<file path="config.mk">
export PLATFORM = sky130hd
export DESIGN_NAME = alu_exec
export DESIGN_NICKNAME = d
export VERILOG_FILES = /design/src/rtl/alu_exec.sv
export SDC_FILE = /design/constraint.sdc
export NUM_CORES = 1
export LEC_CHECK = 0
export CORE_UTILIZATION = 30
export CTS_BUF_LIST = sky130_fd_sc_hd__clkbuf_4 sky130_fd_sc_hd__clkbuf_8 sky130_fd_sc_hd__clkbuf_16
export DETAILED_ROUTE_END_ITERATION = 12
export GPL_TIMING_DRIVEN = 0
export SYNTH_ARGS = -nofsm -noshare
export SYNTH_HDL_FRONTEND = slang
export SYNTH_SLANG_ARGS = --single-unit
</file>
<file path="constraint.sdc">
create_clock -name clk -period 6.6 [get_ports clk]
set_input_delay 1.65 -clock clk [delete_from_list [all_inputs] [get_ports clk]]
set_output_delay 1.65 -clock clk [all_outputs]
set_load 0.005 [all_outputs]
</file>
<file path="src/rtl/alu_exec.sv">
// Execute-stage ALU: single-cycle arithmetic/compare/logic, serial one-bit-per-cycle shifts,
// valid/ready handshake on operand and result sides.
//   state | meaning
//   IDLE  | waiting for an operation, in_ready=1
//   SHIFT | serial shift in progress, one bit per cycle
//   DONE  | result/zero presented, waiting for out_ready
module alu_exec #(
   parameter int XLEN = 32
) (
   input  logic            clk,
   input  logic            rst,
   input  logic            in_valid,
   output logic            in_ready,
   input  logic [3:0]      alu_ctrl,
   input  logic [XLEN-1:0] op_a,
   input  logic [XLEN-1:0] op_b,
   output logic            out_valid,
   input  logic            out_ready,
   output logic [XLEN-1:0] result,
   output logic            zero,
   output logic            busy
);
   localparam int SW = $clog2(XLEN);

   localparam logic [1:0] IDLE  = 2'd0;
   localparam logic [1:0] SHIFT = 2'd1;
   localparam logic [1:0] DONE  = 2'd2;

   localparam logic [1:0] SK_SLL = 2'd0;
   localparam logic [1:0] SK_SRL = 2'd1;
   localparam logic [1:0] SK_SRA = 2'd2;

   logic [1:0]      state_q, state_d;
   logic [XLEN-1:0] result_q, result_d;
   logic            zero_q, zero_d;
   logic [XLEN-1:0] shreg_q, shreg_d;
   logic [SW-1:0]   cnt_q, cnt_d;
   logic [1:0]      sk_q, sk_d;

   logic [SW-1:0]   shamt;
   logic            is_shift;
   logic [1:0]      sk_in;
   logic [XLEN-1:0] alu_res;
   logic [XLEN-1:0] sh_next;

   assign shamt = op_b[SW-1:0];

   always_comb begin
      alu_res  = '0;
      is_shift = 1'b0;
      sk_in    = SK_SLL;
      case (alu_ctrl)
         4'b0000: alu_res = op_a + op_b;
         4'b1000: alu_res = op_a - op_b;
         4'b0010: alu_res = {{(XLEN-1){1'b0}}, ($signed(op_a) < $signed(op_b))};
         4'b0011: alu_res = {{(XLEN-1){1'b0}}, (op_a < op_b)};
         4'b0100: alu_res = op_a ^ op_b;
         4'b0110: alu_res = op_a | op_b;
         4'b0111: alu_res = op_a & op_b;
         // a zero-length shift finishes immediately with op_a
         4'b0001: begin is_shift = 1'b1; sk_in = SK_SLL; alu_res = op_a; end
         4'b0101: begin is_shift = 1'b1; sk_in = SK_SRL; alu_res = op_a; end
         4'b1101: begin is_shift = 1'b1; sk_in = SK_SRA; alu_res = op_a; end
         default: alu_res = '0;
      endcase
   end

   always_comb begin
      case (sk_q)
         SK_SRL:  sh_next = {1'b0, shreg_q[XLEN-1:1]};
         SK_SRA:  sh_next = {shreg_q[XLEN-1], shreg_q[XLEN-1:1]};
         default: sh_next = {shreg_q[XLEN-2:0], 1'b0};
      endcase
   end

   always_comb begin
      state_d  = state_q;
      result_d = result_q;
      zero_d   = zero_q;
      shreg_d  = shreg_q;
      cnt_d    = cnt_q;
      sk_d     = sk_q;
      case (state_q)
         IDLE: begin
            if (in_valid) begin
               if (is_shift && (shamt != '0)) begin
                  state_d = SHIFT;
                  shreg_d = op_a;
                  cnt_d   = shamt;
                  sk_d    = sk_in;
               end else begin
                  state_d  = DONE;
                  result_d = alu_res;
                  zero_d   = (alu_res == '0);
               end
            end
         end
         SHIFT: begin
            shreg_d = sh_next;
            cnt_d   = cnt_q - SW'(1);
            if (cnt_q == SW'(1)) begin
               state_d  = DONE;
               result_d = sh_next;
               zero_d   = (sh_next == '0);
            end
         end
         DONE: begin
            if (out_ready) state_d = IDLE;
         end
         default: state_d = IDLE;
      endcase
   end

   always_ff @(posedge clk or negedge rst) begin
      if (!rst) begin
         state_q  <= IDLE;
         result_q <= '0;
         zero_q   <= 1'b1;
         shreg_q  <= '0;
         cnt_q    <= '0;
         sk_q     <= SK_SLL;
      end else begin
         state_q  <= state_d;
         result_q <= result_d;
         zero_q   <= zero_d;
         shreg_q  <= shreg_d;
         cnt_q    <= cnt_d;
         sk_q     <= sk_d;
      end
   end

   assign in_ready  = (state_q == IDLE);
   assign out_valid = (state_q == DONE);
   assign busy      = (state_q != IDLE);
   assign result    = result_q;
   assign zero      = zero_q;
endmodule
</file>
---- Word level (Yosys, flattened, before mapping) ----
Index checks and enable logic that the tools add are counted.
operators by class
  add/subtract/negate cells ............... 3
  multiply operators ...................... 0
  divide/modulo/power cells ............... 0
  bitwise gates (word level) .............. 3
  order comparisons ....................... 2
  eq/ne operators ......................... 19
  shifts and indexed selects .............. 0
  multiplexer cells ....................... 23
  reductions and logical operators ........ 13
operator list
  cell                 number
  $pmux 32 s8          1
  $pmux 32 s2          3
  $mux 32              5
  $logic_not 32->1     2
  $lt 32x32->1         2
  $add 32x32->32       1
  $and 32x32->32       1
  $or 32x32->32        1
  $sub 32x32->32       1
  $xor 32x32->32       1
  $eq 4x3->1 const B   4
  $mux 5               2
  $pmux 5 s2           1
  $reduce_and 3->1     3
  $eq 4x2->1 const B   2
  $eq 4x4->1 const B   2
  $mux 2               4
  $ne 2x2->1 const B   3
  $pmux 2 s3           1
  $eq 5x1->1 const B   1
  $reduce_bool 5->1    1
  $sub 5x1->5 const B  1
  $eq 2x1->1 const B   2
  $eq 2x2->1 const B   2
  other kinds (11)     16
word-level totals
  memories ................................ 0
  flip-flop bits (word level) ............. 74
  word-level logic and storage cells ...... 69
  memory bits (writable) .................. 0
  ROM bits ................................ 0
  bits in latches ......................... 0
  input port bits ......................... 72

---- Depth between registers and ports, before layout ----
  depth in word-level cells ............... 7
  gate-level depth with buffers ........... 15
  mapped depth without buffers ............ 15

---- Worst setup path before layout ----
Ideal clock, no wire load.
  kind .................................... input port to flip-flop
  start point ............................. in op_a[0]
  end point ............................... reg zero_q, in the netlist zero
  stages .................................. 15
  slack ................................... 1.865 ns
  data required time ...................... 6.514 ns
  library setup time ...................... 0.086 ns
  data arrival time ....................... 4.649 ns
  path through ............................ inv_1 > ha_1 > inv_1 > fa_1 > nor2b_1 > o21ai_0 > a21oi_2 > o211a_1 > a21bo_1 > a31oi_2 > mux2i_1 > or4_1 > nor4_2 > nand4_1 > o31ai_2
between the ends
  cells in the longest elaborated chain, start to end .. 6
ends and longest elaborated chain
  what                                          line  text
  start, declared                               15    input logic [XLEN-1:0] op_a,
  $sub 32x32->32, or another cell as far along  54    4'b1000: alu_res = op_a - op_b;
  $pmux 32 s8 *                                 52    case (alu_ctrl)
  $logic_not 32->1 *                            94    zero_d = (alu_res == '0);
  $mux 1 *                                      86    if (is_shift && (shamt != '0)) begin
  $mux 1 *                                      85    if (in_valid) begin
  $pmux 1 s2 *                                  83    case (state_q)
  end signal, assigned                          125   zero_q <= zero_d;
  end, declared                                 35    logic zero_q, zero_d;
Every way passes the cells marked *; elsewhere a longest branch is shown, timed or not. The select of a mux whose other input is x is not followed.
A chain may end at the register's enable or synchronous reset.

---- Final worst setup path ----
  start point ............................. in op_a[1]
  end point ............................... reg zero_q, in the netlist zero
The elaborated chain is that of the path after synthesis.

==> flow_summary.toml <==
[logic_synthesis]
synth-seq-cells = 74
ys_seq_area_share_pct = 19.4
synth_edf_count = 0
synth_area_um2 = 9540
yosys.area_share.xor_xnor_pct = 0.734
synth_mux_area_share_pct = 0.642
synthTopCellsByCount = "nand2_1 (151), o21ai_0 (135), ha_1 (107)"
ys_warn_count = 0
synthSimpleGateAreaFrac_pct = 21.2
synth_top_area_cell = "dfrtp_1"
async_flop_share_pct = 100
synth_cell_types = 92
synth_top_family_by_area = "compound AO/OA/AOI/OAI gates"
synth_fa_ha_area_share_pct = 14.4
postSynthAreaPerCell_um2 = 7.24
syn_nets = 1499
synth.most_common_cell = "nand2_1"
syn_inst = 1318
synth_area_leaders = "dfrtp_1 (19%), ha_1 (14%), o21ai_0 (7.1%)"
synth_compound_area_share_pct = 35.5
synth_top_area_share_pct = 19.1
ys.flop_type = "dfrtp_1"

[cts]
post_cts_buffers = 0
insertion_delay_ns = 0.34
clk_pin_slew_worst_paths_ns = 0.06
hold_buffers = 0
cts_resized = 0
numCtsBuffers = 9
htreeDepth = 3
root_buffer = "clkbuf_16"
clock_sinks = 74
cts_buffer_depth = 2
cts_tree = "yes"

[critical_path]
cp.arrival_ns = 6.44
worstSetupPathType = "input port to flip-flop"
cp_max_fo = 7
critPathBufInv = 2
cp-start-kind = "input port"
worst-path-stages = 14
cp_data_required_time_ns = 6.86
critical_path.endpoint_type = "flip-flop"
worst_r2r_path_depth = 11
crit_start = "op_a[1]"
slowest_delay_ns = 0.74
reg2reg_slack_ns = 3.65
cp_top_family = "compound AO/OA/AOI/OAI gates"
endpoint = "zero"
cp_slowest_cell = "clkdlybuf4s50_1"
critical_path.cell_chain = "clkdlybuf4s50_1 -> inv_1 -> ha_1 -> o21ba_1 -> or4_4 -> a2111oi_4 -> nor3_1 -> o21bai_2 -> o21ai_1 -> a221oi_1 -> o2111ai_1 -> nor4_1 -> nand4_1 -> o31ai_2"
r2r-start = "sk_q[0]"
regToRegEndpoint = "zero"

[timing]
skew_ns = 0.00973
fin_crit_sh_pct = 93.7
setup-violations-final = 0
hold_viol_final = 0
min_period_ns = 6.18
tightest_slew_ns = 1.03
slew_violations = 0
holdWs_ns = 0.473
fmax_mhz = 162
grt_setup_unrepaired = "no"
maxSlewHeadroom_pct = 31.5
setup-tns-final_ns = 0

[placed_design]
port-buffer-count = 107
dp.final_hpwl_um = 34800
dp_cells = 1824
gp_congestion = 0.986

[route]
drcViolationCount = 0
drt_iter0_markers = 1443
wl_per_cell_um = 23.7
drtAntennaViolNets = 0
via_per_inst = 6.03
drtPass1Iterations = 6
routed_wirelength_um = 43600
vias = 11100

[pwr]
ir_worst_vdd_v = 0.000192
p_leak_nw = 4.92
p_per_area_nw_per_um2 = 265

[run]
maxCapViolations = 0

[outcome]
status = "finished, final reports clean"

[final_layout]
drive_gt1_share_pct = 4.29
n_antenna_cell = 0
stdcell_count = 1840
fillerInstances = 3302
layout.nets = 1620
area_growth_pct = 20.3

[global_route]
overflow = 0
grt_antenna_before_repair = 1
grt_first_pass_wirelength_um = 65700
track_usage_pct = 26.3
grt_max_degree = 54
grt_pass1_vias = 10600

[floorplanning]
rows = 64
start_util_pct = 30.9
die_w_um = 180
design.die.area_um2 = 32500
io_pins = 108
die_h_um = 180
fp.coreArea_um2 = 30900

[min_path]
hold_path_class = "flip-flop to flip-flop"
==> layout by cell type (no fill, tap or decap), types with 11 or more instances in the layout <==
master / netlist / routed
a22oi_1: 45 / 45
nor2_1: 95 / 95
nand2_1: 151 / 151
dfrtp_1: 73 / 73
nor3_1: 33 / 33
nand3_1: 24 / 24
nand4_1: 18 / 18
o31ai_1: 35 / 35
nand2b_1: 12 / 12
a211oi_1: 18 / 18
and2_1: 17 / 17
nor2b_1: 13 / 13
o21ai_0: 135 / 135
inv_1: 102 / 102
a21oi_1: 93 / 93
nor4_1: 11 / 11
a21o_1: 26 / 26
a221oi_1: 20 / 20
ha_1: 107 / 107
clkdlybuf4s50_1: 0 / 106
clkbuf_1: 75 / 75
==> power breakdown <==
group	internal [mW]	total, mW	switching [mW]	leakage [nW]
clock	0.330	0.531	0.201	0.151
combinational	0.662	1.69	1.03	3.84
sequential	0.659	0.822	0.163	0.929
==> tightest hold or removal path, stage by stage, from the launching register on <==
cell and delay (ns):
dfrtp_1 0.34, nand2_1 0.04, o21ai_0 0.06
==> how the worst min path moves through the flow <==
stage                     startpoint    endpoint  slack [ns]  depth (start not counted)
after floorplan           shreg_q[0]  shreg_q[0]        0.45                          1
after global placement    result[13]  result[13]        0.46                          2
after detailed placement  result[30]  result[30]        0.47                          2
after CTS                 result[30]  result[30]        0.48                          2
after global routing      result[27]  result[27]        0.50                          2
final                     result[30]  result[30]        0.47                          2
==> metal layers <==
layer / track usage (%) / wire length (um)
met2: 43.2 / 20000
met3: 3.78 / 3710
met1: 35.4 / 18700
met5: 0 / 0
met4: 8.38 / 1250
==> through the flow <==
step	instance area [um^2]	util, %	power [mW]	setup slack [ns]
floorplan	9540	-	1.76	1.87
global placement	11100	35.9	2.47	-0.0568
detailed placement	11200	36.1	2.48	0.242
CTS	11500	37.1	3.02	0.574
global route	11500	37.1	3.24	0.171
finish	11500	37.1	3.04	0.418
==> flip-flops by register name (all words and copies together) (netlist names) <==
signal and count:
result 32, shreg_q 32, cnt_q 5, sk_q 2, state_q 2, zero 1
==> logic make-up (layout without fill, tap and decap cells) <==
logic type | after synthesis | after routing
AOI/OAI and AO/OA | 503 | 503
xor gates and xnor gates | 8 | 8
adders and majority gates | 109 | 109
buffers and inverters | 196 | 322
DFF | 74 | 74
muxes | 6 | 6
and+or+nand+nor | 422 | 422
==> layout make-up <==
cell class                      instances  area, um^2  area share (%)
Timing Repair Buffer                  110        1110            9.68
Clock inverter                          7        93.8           0.817
Buffer                                 92         373            3.25
Multi-Input combinational cell       1048        6940            60.4
Sequential cell                        74        1850            16.1
Clock buffer                            9         225            1.96
Inverter                              104         393            3.42
Tap cell                              396         495            4.32
No activity file was read; power rests on OpenSTA's default activity.
